[src/rtl/decode_ctrl_stage_pkg.sv]
// Shared decode-stage definitions: opcode and funct7 encodings, the control bundle
// and its illegal-instruction form.
package decode_ctrl_stage_pkg;

  localparam logic [6:0] OP_LOAD   = 7'b0000011;
  localparam logic [6:0] OP_STORE  = 7'b0100011;
  localparam logic [6:0] OP_R      = 7'b0110011;
  localparam logic [6:0] OP_I      = 7'b0010011;
  localparam logic [6:0] OP_BRANCH = 7'b1100011;
  localparam logic [6:0] OP_LUI    = 7'b0110111;
  localparam logic [6:0] OP_AUIPC  = 7'b0010111;
  localparam logic [6:0] OP_JAL    = 7'b1101111;
  localparam logic [6:0] OP_JALR   = 7'b1100111;
  localparam logic [6:0] OP_I64    = 7'b0011011;
  localparam logic [6:0] OP_R64    = 7'b0111011;

  localparam logic [6:0] F7_BASE   = 7'b0000000;
  localparam logic [6:0] F7_ALT    = 7'b0100000;
  localparam logic [6:0] F7_MULDIV = 7'b0000001;

  typedef struct packed {
    logic       reg_write;
    logic [2:0] imm_src;
    logic       alu_src;
    logic       mem_write;
    logic [1:0] result_src;
    logic       branch;
    logic [1:0] alu_op;
    logic       jump;
    logic       src_a_src;
    logic       jump_reg;
    logic       is_word_op;
    logic       is_muldiv;
    logic       illegal;
  } control_signals_t;

  localparam control_signals_t CTRL_ILLEGAL = '{illegal: 1'b1, default: '0};

  // Register-register funct7 values; the mul/div encoding exists only with the M extension.
  function automatic logic f7_legal(input logic [6:0] f7, input logic en_m);
    case (f7)
      F7_BASE, F7_ALT: return 1'b1;
      F7_MULDIV:       return en_m;
      default:         return 1'b0;
    endcase
  endfunction

endpackage

[src/rtl/decode_ctrl_stage_if.sv]
// Upstream/downstream handshake bundle of the decode stage, including flush and the
// illegal-instruction counter.
interface decode_ctrl_stage_if #(
  parameter int TAG_W     = 32,
  parameter int ILL_CNT_W = 16
) ();
  logic                                      flush;
  logic                                      in_valid;
  logic                                      in_ready;
  logic [31:0]                               in_instr;
  logic [TAG_W-1:0]                          in_tag;
  logic                                      out_valid;
  logic                                      out_ready;
  decode_ctrl_stage_pkg::control_signals_t   out_ctrl;
  logic [TAG_W-1:0]                          out_tag;
  logic [ILL_CNT_W-1:0]                      ill_count;

  modport master (
    output flush, in_valid, in_instr, in_tag, out_ready,
    input  in_ready, out_valid, out_ctrl, out_tag, ill_count
  );

  modport slave (
    input  flush, in_valid, in_instr, in_tag, out_ready,
    output in_ready, out_valid, out_ctrl, out_tag, ill_count
  );
endinterface

[src/rtl/decode_ctrl_stage_decode.sv]
// Purely combinational main-control decode: 32-bit instruction to control bundle,
// with XLEN gating, optional M extension and illegal-encoding detection.
module ctrl_decode_comb
  import decode_ctrl_stage_pkg::*;
#(
  parameter int XLEN = 64,
  parameter bit EN_M = 1'b1
) (
  input  logic [31:0]      i_instr,
  output control_signals_t o_ctrl
);
  localparam bit IS_RV32 = (XLEN == 32);

  logic [6:0]       w_opcode;
  logic [2:0]       w_funct3;
  logic [6:0]       w_funct7;
  logic             w_ill;
  logic             w_unused_bits;
  control_signals_t w_dec;

  assign w_opcode      = i_instr[6:0];
  assign w_funct3      = i_instr[14:12];
  assign w_funct7      = i_instr[31:25];
  assign w_unused_bits = ^{i_instr[24:15], i_instr[11:7]};

  // Field decode per opcode; w_ill collects every reason the encoding is rejected.
  always_comb begin
    w_dec = '0;
    w_ill = 1'b0;
    case (w_opcode)
      OP_LOAD: begin
        w_dec.reg_write  = 1'b1;
        w_dec.alu_src    = 1'b1;
        w_dec.result_src = 2'b01;
        w_dec.jump_reg   = 1'b1;
        w_dec.is_word_op = (w_funct3 == 3'b110);
        w_ill = (w_funct3 == 3'b111) ||
                (IS_RV32 && ((w_funct3 == 3'b011) || (w_funct3 == 3'b110)));
      end
      OP_STORE: begin
        w_dec.imm_src   = 3'b001;
        w_dec.alu_src   = 1'b1;
        w_dec.mem_write = 1'b1;
        w_dec.jump_reg  = 1'b1;
        w_ill = w_funct3[2] || (IS_RV32 && (w_funct3 == 3'b011));
      end
      OP_R, OP_R64: begin
        w_dec.reg_write  = 1'b1;
        w_dec.alu_op     = 2'b10;
        w_dec.jump_reg   = 1'b1;
        w_dec.is_muldiv  = (w_funct7 == F7_MULDIV) && EN_M;
        w_dec.is_word_op = (w_opcode == OP_R64);
        w_ill = !f7_legal(w_funct7, EN_M) || (IS_RV32 && (w_opcode == OP_R64));
      end
      OP_I, OP_I64: begin
        w_dec.reg_write  = 1'b1;
        w_dec.alu_src    = 1'b1;
        w_dec.alu_op     = 2'b10;
        w_dec.jump_reg   = 1'b1;
        w_dec.is_word_op = (w_opcode == OP_I64) &&
                           ((w_funct3 == 3'b000) || (w_funct3 == 3'b001) || (w_funct3 == 3'b101));
        w_ill = IS_RV32 && (w_opcode == OP_I64);
      end
      OP_BRANCH: begin
        w_dec.imm_src  = 3'b010;
        w_dec.branch   = 1'b1;
        w_dec.alu_op   = 2'b01;
        w_dec.jump_reg = 1'b1;
      end
      OP_LUI: begin
        w_dec.reg_write  = 1'b1;
        w_dec.imm_src    = 3'b100;
        w_dec.alu_src    = 1'b1;
        w_dec.result_src = 2'b11;
        w_dec.jump_reg   = 1'b1;
      end
      OP_AUIPC: begin
        w_dec.reg_write = 1'b1;
        w_dec.imm_src   = 3'b100;
        w_dec.alu_src   = 1'b1;
        w_dec.src_a_src = 1'b1;
        w_dec.jump_reg  = 1'b1;
      end
      OP_JAL: begin
        w_dec.reg_write  = 1'b1;
        w_dec.imm_src    = 3'b011;
        w_dec.result_src = 2'b10;
        w_dec.jump       = 1'b1;
        w_dec.src_a_src  = 1'b1;
        w_dec.jump_reg   = 1'b1;
      end
      OP_JALR: begin
        // jump_reg stays low: the target comes from rs1, not from the PC adder
        w_dec.reg_write  = 1'b1;
        w_dec.result_src = 2'b10;
        w_dec.jump       = 1'b1;
      end
      default: w_ill = 1'b1;
    endcase
  end

  assign o_ctrl = w_ill ? CTRL_ILLEGAL : w_dec;

endmodule

[src/rtl/decode_ctrl_stage.sv]
// Registered decode stage: output register plus one skid entry behind a valid/ready
// handshake, with flush and a saturating illegal-instruction counter.
module decode_ctrl_stage
  import decode_ctrl_stage_pkg::*;
#(
  parameter int XLEN      = 64,
  parameter bit EN_M      = 1'b1,
  parameter int TAG_W     = 32,
  parameter int ILL_CNT_W = 16
) (
  input logic               clk,
  input logic               reset,
  decode_ctrl_stage_if.slave bus
);
  control_signals_t       w_dec;
  logic                   w_in_fire;
  logic                   w_out_free;

  logic                   r_out_valid;
  control_signals_t       r_out_ctrl;
  logic [TAG_W-1:0]       r_out_tag;
  logic                   r_skid_valid;
  control_signals_t       r_skid_ctrl;
  logic [TAG_W-1:0]       r_skid_tag;
  logic [ILL_CNT_W-1:0]   r_ill_count;

  ctrl_decode_comb #(.XLEN(XLEN), .EN_M(EN_M)) u_decode (
    .i_instr (bus.in_instr),
    .o_ctrl  (w_dec)
  );

  // in_ready is the registered "skid empty" flag, so an accepted beat always has a home
  assign w_in_fire  = bus.in_valid && !r_skid_valid;
  assign w_out_free = !r_out_valid || bus.out_ready;

  // Output register and skid entry; the skid drains into the output before new input.
  always_ff @(posedge clk) begin
    if (reset) begin
      r_out_valid  <= 1'b0;
      r_out_ctrl   <= '0;
      r_out_tag    <= '0;
      r_skid_valid <= 1'b0;
      r_skid_ctrl  <= '0;
      r_skid_tag   <= '0;
    end else if (bus.flush) begin
      r_out_valid  <= 1'b0;
      r_skid_valid <= 1'b0;
    end else if (w_out_free) begin
      if (r_skid_valid) begin
        r_out_valid  <= 1'b1;
        r_out_ctrl   <= r_skid_ctrl;
        r_out_tag    <= r_skid_tag;
        r_skid_valid <= 1'b0;
      end else if (w_in_fire) begin
        r_out_valid <= 1'b1;
        r_out_ctrl  <= w_dec;
        r_out_tag   <= bus.in_tag;
      end else begin
        r_out_valid <= 1'b0;
      end
    end else if (w_in_fire) begin
      r_skid_valid <= 1'b1;
      r_skid_ctrl  <= w_dec;
      r_skid_tag   <= bus.in_tag;
    end else begin
      r_skid_valid <= r_skid_valid;
    end
  end

  // Counts illegal beats at acceptance; a flush in the same cycle drops the beat uncounted.
  always_ff @(posedge clk) begin
    if (reset) begin
      r_ill_count <= '0;
    end else if (!bus.flush && w_in_fire && w_dec.illegal &&
                 (r_ill_count != {ILL_CNT_W{1'b1}})) begin
      r_ill_count <= r_ill_count + ILL_CNT_W'(1);
    end else begin
      r_ill_count <= r_ill_count;
    end
  end

  assign bus.in_ready  = !r_skid_valid;
  assign bus.out_valid = r_out_valid;
  assign bus.out_ctrl  = r_out_ctrl;
  assign bus.out_tag   = r_out_tag;
  assign bus.ill_count = r_ill_count;

endmodule

[src/flat_wrapper.sv]
// flat-port wrapper written by rule: the top's interface ports become plain ports
module decode_ctrl_stage_flat import decode_ctrl_stage_pkg::*;
#(
  parameter int XLEN      = 64,
  parameter bit EN_M      = 1'b1,
  parameter int TAG_W     = 32,
  parameter int ILL_CNT_W = 16
)
  (clk, reset, bus_flush, bus_in_valid, bus_in_instr, bus_in_tag, bus_out_ready, bus_in_ready, bus_out_valid, bus_out_ctrl, bus_out_tag, bus_ill_count);
  decode_ctrl_stage_if #(.TAG_W(TAG_W), .ILL_CNT_W(ILL_CNT_W)) bus_i ();
  input logic clk;
  input logic reset;
  input wire logic [$bits(bus_i.flush)-1:0] bus_flush;
  input wire logic [$bits(bus_i.in_valid)-1:0] bus_in_valid;
  input wire logic [$bits(bus_i.in_instr)-1:0] bus_in_instr;
  input wire logic [$bits(bus_i.in_tag)-1:0] bus_in_tag;
  input wire logic [$bits(bus_i.out_ready)-1:0] bus_out_ready;
  output wire logic [$bits(bus_i.in_ready)-1:0] bus_in_ready;
  output wire logic [$bits(bus_i.out_valid)-1:0] bus_out_valid;
  output wire logic [$bits(bus_i.out_ctrl)-1:0] bus_out_ctrl;
  output wire logic [$bits(bus_i.out_tag)-1:0] bus_out_tag;
  output wire logic [$bits(bus_i.ill_count)-1:0] bus_ill_count;
  assign bus_i.flush = bus_flush;
  assign bus_i.in_valid = bus_in_valid;
  assign bus_i.in_instr = bus_in_instr;
  assign bus_i.in_tag = bus_in_tag;
  assign bus_i.out_ready = bus_out_ready;
  assign bus_in_ready = bus_i.in_ready;
  assign bus_out_valid = bus_i.out_valid;
  assign bus_out_ctrl = bus_i.out_ctrl;
  assign bus_out_tag = bus_i.out_tag;
  assign bus_ill_count = bus_i.ill_count;
  decode_ctrl_stage #(.XLEN(XLEN), .EN_M(EN_M), .TAG_W(TAG_W), .ILL_CNT_W(ILL_CNT_W)) u_core (.clk(clk), .reset(reset), .bus(bus_i));
endmodule
[config.mk]
export PLATFORM = sky130hd
export DESIGN_NAME = decode_ctrl_stage_flat
export DESIGN_NICKNAME = d
export VERILOG_FILES = /design/src/rtl/decode_ctrl_stage_pkg.sv /design/src/rtl/decode_ctrl_stage_if.sv /design/src/rtl/decode_ctrl_stage_decode.sv /design/src/rtl/decode_ctrl_stage.sv /design/src/flat_wrapper.sv
export SDC_FILE = /design/constraint.sdc
export NUM_CORES = 1
export LEC_CHECK = 0
export ABC_AREA = 1
export BUFFER_PORTS_ARGS = -buffer_cell sky130_fd_sc_hd__buf_2
export CAP_MARGIN = 40
export CORE_AREA = 2 2 115 117
export CTS_BUF_LIST = sky130_fd_sc_hd__clkbuf_8
export CTS_CLUSTER_SIZE = 8
export DETAILED_ROUTE_END_ITERATION = 10
export DIE_AREA = 0 0 117 119
export PLACE_DENSITY = 0.77
export SLEW_MARGIN = 30
export SYNTH_ARGS = -nofsm -noshare
export SYNTH_HDL_FRONTEND = slang
export SYNTH_HIERARCHICAL = 1
export SYNTH_SLANG_ARGS = --single-unit
[constraint.sdc]
create_clock -name clk -period 2.7 [get_ports clk]
set_clock_uncertainty 0.15 [all_clocks]
set_input_delay 0.675 -clock clk [delete_from_list [all_inputs] [get_ports clk]]
set_output_delay 0.675 -clock clk [all_outputs]
set_load 0.02 [all_outputs]
# == After elaboration in Yosys (flattened, before gate mapping) ==
# Cells that the tools add are included.
# classes
add_sub_neg,1
n_mul,0
n_div,0
n_lt_le_gt_ge,0
n_eq_ne,18
shifts,0
n_mux,22
n_bitwise,2
reduce_logical,30
# ops
operator,n
2-to-1 mux 32 bit,2
2-to-1 mux 17 bit,3
"== test 7 x 6 -> 1 bit, second input constant",5
"== test 7 x 5 -> 1 bit, second input constant",3
"== test 7 bit, second input constant",3
"adder 16 x 1 -> 16 bit, second input constant",1
"!= test 16 bit, second input constant",1
2-to-1 mux 1 bit,12
one-hot mux 3 bit (4 select lines),1
OR reduction 2 bit,6
OR reduction 10 bit,1
"== test 3 bit, second input constant",3
OR reduction 9 bit,1
"== test 7 x 1 -> 1 bit, second input constant",1
"== test 7 x 2 -> 1 bit, second input constant",1
zero test 7 bit,1
OR reduction 7 bit,1
one-hot mux 2 bit (3 select lines),1
AND reduction 3 bit,2
OR reduction 3 bit,2
OR reduction 6 bit,1
logical AND 1 bit,5
zero test 1 bit,4
one-hot mux 1 bit (4 select lines),1
other kinds (8),11
# word_totals
register_bits,116
latch_bits,0
ramBits,0
romBits,0
input_bits,69
word_cells,104
memories,0

# == Depth between registers and ports, before layout ==
# Gate-level depths: netlist of the first run.
# logic_depth
depth_word,9
mapped_depth,16
depth_no_buf,15

# == Cells and area by module ==
# Netlist of the first run, hierarchy kept.
# by_module_without_submodules
mod,n_inst,cells_each,area_per_inst_um2,seq_area_each_um2
decode_ctrl_stage,1,723,5073.6,2322.2
ctrl_decode_comb,1,102,541.8,0.0

# == Worst setup path after synthesis of the first run ==
# No wires, ideal clock.
# synth_timing
path_type,input to register
start,input port bus_in_instr[1]
end,register u_core.r_ill_count[14] (netlist: u_core/bus.ill_count[14])
setup_time_ns,0.114
arrival_time_ns,2.117
setup_slack_ns,0.320
stages,15
path_buffers,1
cell_sequence,nand2_1 > inv_2 > nand2_1 > a21oi_1 > nor2_1 > nand2_4 > nand2_8 > buf_4 > nand2_2 > nor2_4 > nand3b_1 > nor2_1 > nand3_1 > nand2_1 > nor2_1
# synth_rtl
item,line_no,rtl
start: declaration,flat_wrapper.sv:15,input wire logic [$bits(bus_i.in_instr)-1:0] bus_in_instr;
end signal: assignment,decode_ctrl_stage.sv:76,r_ill_count <= r_ill_count + ILL_CNT_W'(1);
end signal: assignment,decode_ctrl_stage.sv:78,r_ill_count <= r_ill_count;
end: declaration,decode_ctrl_stage.sv:25,logic [ILL_CNT_W-1:0] r_ill_count;

# == Worst setup path after layout of the first run ==
# layout_timing
start,register u_core.r_skid_valid
end,output port bus_in_ready
# layout_via
elab_chain_cells,1
# layout_lines
item,line_no,rtl
start: declaration,decode_ctrl_stage.sv:22,logic r_skid_valid;
start signal: assignment,decode_ctrl_stage.sv:66,r_skid_valid <= r_skid_valid;
zero test 1 bit,decode_ctrl_stage.sv:82,assign bus.in_ready = !r_skid_valid;
end: declaration,flat_wrapper.sv:18,output wire logic [$bits(bus_i.in_ready)-1:0] bus_in_ready;
# No other way between the ends.

==> flow_metrics.tcl, run 1 <==
set metrics [dict create \
    insertion_delay_ps 430 \
    route.detailed.drc 0 \
    area_growth_pct 19.9 \
    totalWireLength_mm 14.1 \
    crit_type "register to primary output" \
    num-fill-cells 1324 \
    synth_area_um2 5620 \
    initial_core_util 0.436 \
    cts_max_level 4 \
    cp-start-kind "register" \
    crit_fanout 25 \
    cp_slowest_cell "dfxtp_2" \
    worstMarginPinSlew_ps 788 \
    nets 996 \
    synth_warnings 6 \
    cts_root_buf "clkbuf_8" \
    cts_buffers 17 \
    path_clk_slew_ps 70 \
    cp_data_arrival_time_ps 1530 \
    final_cell_count_no_fill 1115 \
    multiInputGateArea_um2 2780 \
    seq_area_um2 2320 \
    drive_gt1_frac 0.232 \
    critPathBufInv 2 \
    internal-power_mw 2.92 \
    clock-sinks 116 \
    drv_slew 0 \
    route.detailed.wl_per_inst_um 12.7 \
    clkPwrFrac 0.456 \
    io_pins 136 \
    grt_pass1_wl_mm 23.4 \
    ir_drop_uv 256 \
    period_share 0.871 \
    p_comb_frac 0.087 \
    grt.overflow.total 0 \
    yosys.area.top_type "dfxtp_1" \
    setup_viol 0 \
    die_w_um 117 \
    core_area_um2 12900 \
    postCtsResizedCells 0 \
    maxSlewHeadroom 0.474 \
    synth_cells 825 \
    grt_max_degree 53 \
    rows 42 \
    antenna_found_initial 0 \
    antenna_cells 0 \
    reg2reg_setup_slack_ps 770 \
    synth-seq-cells 116 \
    via_per_inst 4.98 \
    synth.top_cells.by_area "dfxtp_1 41%, nand2_1 13%, a21oi_1 8.1%" \
    critPathRequiredTime_ps 1880 \
    cts_tree "built" \
    status "completed" \
    yosysSeqAreaShare 0.414 \
    cts_buffer_depth 2 \
    post_cts_buffers 0 \
    drt_first_pass_iters 8 \
    swShare 0.248 \
    crit_path_end_kind "primary output" \
    worstPathCellList "inv_2 -> buf_2" \
    synth.lib_cells_used.distinct 33 \
    pwr-share-seq 0.457 \
    drtIter0Drc 435 \
    power_density_nw_per_um2 576 \
    place_hpwl_mm 9.32 \
    ys.flop_type "dfxtp_1" \
    die_h_um 119 \
    grt_pass1_vias 5088 \
    crit_family "flip-flops" \
    die_area_um2 13900 \
    track_usage 0.208 \
    vias 5549 \
    p_leak_nw 3.06 \
    rsz0062_at_grt "false" \
    cap_violations 0 \
    cts.hold.buffers_added 0 \
    dp_cells 1083 \
    p_sw_mw 0.961 \
    synth_area_per_cell_um2 6.81 \
    tns_ps 0 \
    ant_nets 0 \
    ys_async_sr_fraction 0 \
    hold_violations 0 \
    synth_nets 895 \
    slowest_delay_ps 640 \
    io_buffers 120 \
    min_path_type "register to register" \
    place_congestion 0.879 \
    fin_crit_ps 2350 \
    synth_edf_count 0 \
    max_freq_mhz 425 \
    synth_top_area_frac 0.414 \
]
## sequential cells by signal (all words and copies together), names as in the netlist
signal,flops
u_core/bus.ill_count,16
u_core/bus.out_valid,1
u_core/bus.out_tag,32
u_core/r_skid_tag,32
u_core/r_skid_ctrl,17
u_core/r_skid_valid,1
u_core/bus.out_ctrl,17
## cells in the final DEF (no fill, tap or decap), types with 2 or more instances in the layout
master	n
a21oi_1	91
buf_12	2
buf_2	120
buf_4	11
bufinv_16	4
clkbuf_8	19
clkinv_1	2
clkinv_2	3
clkinvlp_4	5
dfxtp_1	115
inv_1	49
inv_2	14
nand2_1	199
nand2_2	7
nand2_4	4
nand3_1	74
nand3_2	5
nand4_1	2
nor2_1	97
nor2_2	11
nor2_4	6
nor3_1	3
o21ai_0	70
o21ai_1	13
## area by class of cell
type | instances | share of cell area
flip-flops and latches | 116 | 0.345
clock inverters | 13 | 0.0269
well taps | 176 | 0.0327
clock buffers | 19 | 0.0388
inverters | 65 | 0.0362
repair buffers | 133 | 0.107
multi-input cells | 593 | 0.413
## power by group through the flow
stage / registers, mW / logic, mW / clock network, mW
finish: 1.77 / 0.339 / 1.77
global route: 1.78 / 0.378 / 1.89
CTS: 1.77 / 0.340 / 1.80
detailed placement: 1.81 / 0.339 / 0
global placement: 1.81 / 0.336 / 0
floorplan: 1.84 / 0.182 / 0
## worst register-to-register path: cells and delay by family, from the launching register on
| family | cells | cell delay [ps] |
|---|---|---|
| flops | 1 | 470 |
| buf+inv | 1 | 280 |
| simple gates | 7 | 930 |
## kinds of logic (layout without fill, tap and decap cells)
kind of cell    count (synthesis)  count (layout)  synth area share
compound gates                178             178             0.162
buf+inv                       116             230            0.0916
simple gates                  414             414             0.330
fa+ha+maj                       1               1           0.00223
flops                         116             116             0.414
## path summary, 6_finish.rpt
| kind | startpoint | to | depth (start not counted) |
|---|---|---|---|
| worst max register to register | u_core/r_skid_valid | u_core/bus.ill_count[8] | 8 |
| worst max-delay path | u_core/r_skid_valid | bus_in_ready | 2 |
| worst min-delay path | u_core/bus.out_ctrl[0] | u_core/bus.out_ctrl[0] | 2 |
| worst min register to register | u_core/bus.out_ctrl[0] | u_core/bus.out_ctrl[0] | 2 |
## layer usage
metal | wire length [um] | GRT usage | vias up
li1 | - | - | 2863
met3 | 585 | 0.0407 | 14
met1 | 6560 | 0.269 | 2530
met5 | 0 | 0 | -
met2 | 6850 | 0.349 | 142
met4 | 150 | 0.0640 | 0
## cells in the mapped netlist (3+ instances only)
master,count
nand2_1,199
a21oi_1,91
clkinv_1,3
inv_2,13
nor3_1,3
nor2_2,11
nand2_4,4
nor2_4,6
buf_2,18
nand3_1,74
buf_6,3
o21ai_0,70
dfxtp_1,116
nand2_2,7
clkbuf_1,19
nor2_1,97
inv_1,49
o21ai_1,13
nand3_2,5
buf_4,9
## through the flow
stage / worst slack [ps] / util / total power [mW] / hold WS [ps] / cell area (um2)
final: 348 / 0.523 / 3.88 / 308 / 6730
after global routing: 242 / 0.523 / 4.04 / 325 / 6730
after CTS: 318 / 0.523 / 3.91 / 311 / 6730
after detailed placement: 74.0 / 0.489 / 2.15 / 299 / 6290
after global placement: 93.5 / 0.489 / 2.14 / 297 / 6290
after floorplan: 320 / - / 2.02 / 290 / 5620
Note: power is estimated with default switching activity, not from simulation.
==> run 2: changes to the inputs <==
- MAX_ROUTING_LAYER: unset -> met4
- PLACE_DENSITY: 0.77 -> 0.68
==> run 2 against run 1 <==
  * Critical path depth up 13
  * First-iteration DRC count down 8.5%
  * Clock-buffer cell count up 1
  * Via count down 2.1%
  * Sequential cell count unchanged
  * Final cell count unchanged
  * Design area down 1.2%
  * Global-route usage up 0.46 points
  * Setup slack better by 160 ps
  * Core utilization down 0.65 points
  * Critical path type is now input pin to register
  * Critical endpoint is now u_core/bus.ill_count[8]
  * Largest cell class unchanged
  * Highest routed layer unchanged
==> flow_metrics.tcl, run 2 (same netlist as run 1, synthesis figures left out) <==
set metrics [dict create \
    status "completed" \
    grt_pass1_vias 5045 \
    place_congestion 0.858 \
    ir_drop_uv 221 \
    hold_violations 0 \
    r2r-end "u_core/bus.out_tag[0]" \
    crit_path_end_kind "register" \
    crit_fanout 8 \
    rsz0062_at_grt "false" \
    route.detailed.wl_per_inst_um 12.5 \
    rows 42 \
    power_density_nw_per_um2 530 \
    cap_violations 0 \
    critPathBufInv 3 \
    die_area_um2 13900 \
    reg2reg_depth 6 \
    drv_slew 0 \
    grt.overflow.total 0 \
    crit_path_frequent_cell "nor2_1" \
    worstMarginPinSlew_ps 774 \
    fin_area_um2 6650 \
    swShare 0.272 \
    grt_pass1_wl_mm 23.3 \
    cts_buffer_depth 2 \
    totalWireLength_mm 13.9 \
    drt_first_pass_iters 4 \
    pwr-share-seq 0.502 \
    cp-start-kind "input pin" \
    worst_hold_path.num_cells 2 \
    crit_type "input pin to register" \
    fin_crit_ps 2190 \
    p_sw_mw 0.959 \
    die_w_um 117 \
    initial_core_util 0.436 \
    path_clk_slew_ps 70 \
    slowest_delay_ps 240 \
    clock-sinks 116 \
    grt_max_degree 53 \
    antenna_found_initial 0 \
    insertion_delay_ps 420 \
    maxSlewHeadroom 0.484 \
    final_cell_mix "199 x nand2_1, 120 x buf_2, 115 x dfxtp_1" \
    min_path_type "register to register" \
    antenna_cells 0 \
    place_ws_ps 67.7 \
    cts_buffers 17 \
    reg2reg_setup_slack_ps 730 \
    via_per_inst 4.87 \
    min_to "u_core/bus.out_tag[2]" \
    nets 996 \
    cts_root_buf "clkbuf_8" \
    route.detailed.drc 0 \
    cp_data_arrival_time_ps 2360 \
    drive_gt1_frac 0.231 \
    placed_area_um2 6290 \
    post_cts_buffers 0 \
    cts.hold.buffers_added 0 \
    finalPower_mw 3.52 \
    p_comb_frac 0.095 \
    max_freq_mhz 457 \
    setup_viol 0 \
    hold_path.startpoint "u_core/bus.out_tag[2]" \
    final_common_cell "nand2_1" \
    worstPathCellList "buf_2 -> nand2_1 -> inv_2 -> nand3_2 -> inv_2 -> nor2_1 -> nand2_4 -> nand2_8 -> nand2_2 -> nor2_4 -> nand3b_1 -> nor2_1 -> nand3_1 -> nand2_1 -> nor2_1" \
    crit_family "simple AND/OR/NAND/NOR gates" \
    io_buffers 120 \
    die_h_um 119 \
    track_usage 0.213 \
    vias 5433 \
    internal-power_mw 2.57 \
    place_hpwl_mm 8.96 \
    postCtsResizedCells 0 \
    cts_tree "built" \
    core_area_um2 12900 \
    ant_nets 0 \
    clkPwrFrac 0.403 \
    drtIter0Drc 398 \
    io_pins 136 \
    period_share 0.811 \
    r2r_start "u_core/r_skid_valid" \
    area_growth_pct 18.4 \
    cts_max_level 4 \
    tns_ps 0 \
    p_leak_nw 3.02 \
    cp_slowest_cell "nor2_1" \
    critPathRequiredTime_ps 2870 \
    finalWorstSetupSlack_ps 512 \
]
run 2: cell types whose count changed in the layout (fill, tap and decap cells not counted):
cell,change
clkinv_2,-1
inv_1,+1
clkinv_4,+1
clkinvlp_4,+2
bufinv_16,-4
clkbuf_8,+1
run 2: worst max path at each step:
stage | endpoint | startpoint | cells past startpoint
CTS | u_core/bus.ill_count[8] | bus_in_instr[1] | 15
global placement | u_core/bus.ill_count[12] | bus_in_instr[1] | 15
floorplan | u_core/bus.ill_count[14] | bus_in_instr[1] | 15
finish | u_core/bus.ill_count[8] | bus_in_instr[1] | 15
detailed placement | u_core/bus.ill_count[8] | bus_in_instr[1] | 15
global route | u_core/bus.ill_count[8] | bus_in_instr[1] | 15
run 2: power groups by stage:
stage	Combinational, mW	Clock (mW)	Sequential [mW]
6_report	0.336	1.42	1.77
5_1_grt	0.379	1.54	1.77
4_1_cts	0.340	1.46	1.77
3_5_place_dp	0.339	0	1.81
3_3_place_gp	0.336	0	1.81
2_1_floorplan	0.182	0	1.84
run 2: area by class of cell:
| cell class | instances | area, um2 |
|---|---|---|
| Clock inverter | 12 | 83.8 |
| Inverter | 65 | 244 |
| Fill cell | 1372 | 6230 |
| Clock buffer | 20 | 275 |
| Tap cell | 176 | 220 |
| Timing Repair Buffer | 133 | 723 |
| Sequential cell | 116 | 2320 |
| Multi-Input combinational cell | 593 | 2780 |
run 2: tightest hold or removal path, stage by stage, from the launching register on:
cell and delay, ps:
dfxtp_1 310, nand2_1 60, a21oi_1 50
run 2: metal layers:
metal,GRT usage,part of all wire,vias up
met5,-,0,-
met4,0.0743,0.014,0
met3,0.0402,0.042,14
met2,0.339,0.46,117
met1,0.270,0.48,2441
li1,-,-,2861
run 2: stage by stage:
stage	hold slack, ps	instances	util
after floorplan	290	825	-
after global placement	298	1083	0.489
after detailed placement	300	1083	0.489
after CTS	305	1115	0.516
after global routing	328	1115	0.516
final	310	1115	0.516
==> run 3: changes to the inputs <==
- clock period: 2.7 -> 2.17 ns (I/O delays scaled with it)
==> run 3 against run 2 <==
  * Sequential share of layout area down 0.90 points
  * Highest routed layer unchanged
  * Critical path depth down 12
  * Critical path type is now register to primary output
  * Non-clock buffer count up 18
==> flow_metrics.tcl, run 3 (same netlist as run 1, synthesis figures left out) <==
set metrics [dict create \
    die_area_um2 13900 \
    die_h_um 119 \
    placed_area_um2 6440 \
    rsz0062_at_grt "false" \
    route.detailed.drc 0 \
    use_met3 0.0499 \
    finalPower_mw 4.52 \
    internal-power_mw 3.39 \
    io_pins 136 \
    cts_tree "built" \
    place_hpwl_mm 9.02 \
    critPathRequiredTime_ps 1480 \
    rows 42 \
    cts_buffers 17 \
    dp_cells 1101 \
    grt_use_met1 0.264 \
    cts_root_buf "clkbuf_8" \
    drt_first_pass_iters 4 \
    grt_pass1_vias 4968 \
    p_sw_mw 1.14 \
    ant_nets 0 \
    clock-sinks 116 \
    drtIter0Drc 290 \
    drv_slew 0 \
    via_per_inst 4.83 \
    fin_area_um2 6820 \
    insertion_delay_ps 430 \
    vias 5472 \
    grt.overflow.total 0 \
    route.detailed.wl_per_inst_um 12.0 \
    crit_fanout 10 \
    maxSlewHeadroom 0.470 \
    swShare 0.252 \
    cts_buffer_depth 2 \
    min_path_type "input pin to register" \
    initial_core_util 0.436 \
    final_cell_mix "197 x nand2_1, 120 x buf_2, 115 x dfxtp_1" \
    pwr-share-seq 0.487 \
    fin_crit_ps 2070 \
    totalWireLength_mm 13.6 \
    met2_usage 0.326 \
    cp_data_arrival_time_ps 1380 \
    hold_ws_ps 201 \
    cts_max_level 4 \
    final_common_cell "nand2_1" \
    clkPwrFrac 0.417 \
    nets 1014 \
    io_buffers 120 \
    area_growth_pct 21.5 \
    final_cell_count_no_fill 1133 \
    grt_max_degree 77 \
    crit_path_end_kind "primary output" \
    worstMarginPinSlew_ps 794 \
    die_w_um 117 \
    grt_pass1_wl_mm 22.8 \
    postCtsResizedCells 0 \
    cts.hold.buffers_added 0 \
    post_cts_buffers 0 \
    p_leak_nw 3.14 \
    cap_violations 0 \
    final_util 0.530 \
    crit_type "register to primary output" \
    max_freq_mhz 483 \
    antenna_found_initial 1 \
    track_usage 0.210 \
    period_share 0.953 \
    place_congestion 0.864 \
    drive_gt1_frac 0.249 \
    setup_viol 0 \
    ir_drop_uv 302 \
    status "completed" \
    core_area_um2 12900 \
    cp-start-kind "register" \
    p_comb_frac 0.096 \
    path_clk_slew_ps 70 \
    top_usage_layer "met2" \
    hold_violations 0 \
    power_density_nw_per_um2 663 \
]
## run 3: power groups by stage
stage	combinational, mW	clock, mW	sequential, mW
after detailed placement	0.437	0	2.25
after global placement	0.434	0	2.25
after floorplan	0.231	0	2.29
after global routing	0.487	2.05	2.21
final	0.434	1.89	2.20
after CTS	0.439	1.94	2.20
## run 3: stage by stage
step | worst slack (ps) | TNS [ps]
after floorplan | 3.68 | 0
after global placement | -209 | -2080
after detailed placement | -208 | -2290
after CTS | 53.9 | 0
after global routing | 21.2 | 0
final | 102 | 0
## run 3: final timing paths
| check | from | to | slack, ps | cells past startpoint |
|---|---|---|---|---|
| max | u_core/r_skid_valid | bus_in_ready | 100 | 3 |
| max reg2reg | u_core/r_skid_valid | u_core/bus.ill_count[10] | 490 | 8 |
| min reg2reg | u_core/bus.out_tag[7] | u_core/bus.out_tag[7] | 310 | 2 |
| min | bus_flush | u_core/bus.out_valid | 200 | 2 |
## run 3: layer usage
metal / part of all wire / vias to the layer above
met5: 0 / -
met4: 0.023 / 0
met2: 0.46 / 124
met1: 0.47 / 2424
li1: - / 2899
met3: 0.048 / 25
## run 3: critical path, stage by stage (launching register included)
cell	delay, ps
dfxtp_2	440
inv_2	150
buf_4	190
buf_2	160
## run 3: final cells by class
| type | instances | area [um2] |
|---|---|---|
| repair buffers | 151 | 846 |
| inverters | 65 | 246 |
| flip-flops and latches | 116 | 2320 |
| clock inverters | 12 | 115 |
| well taps | 176 | 220 |
| clock buffers | 19 | 262 |
| fillers | 1337 | 6050 |
| multi-input cells | 593 | 2810 |
| diodes | 1 | 2.50 |
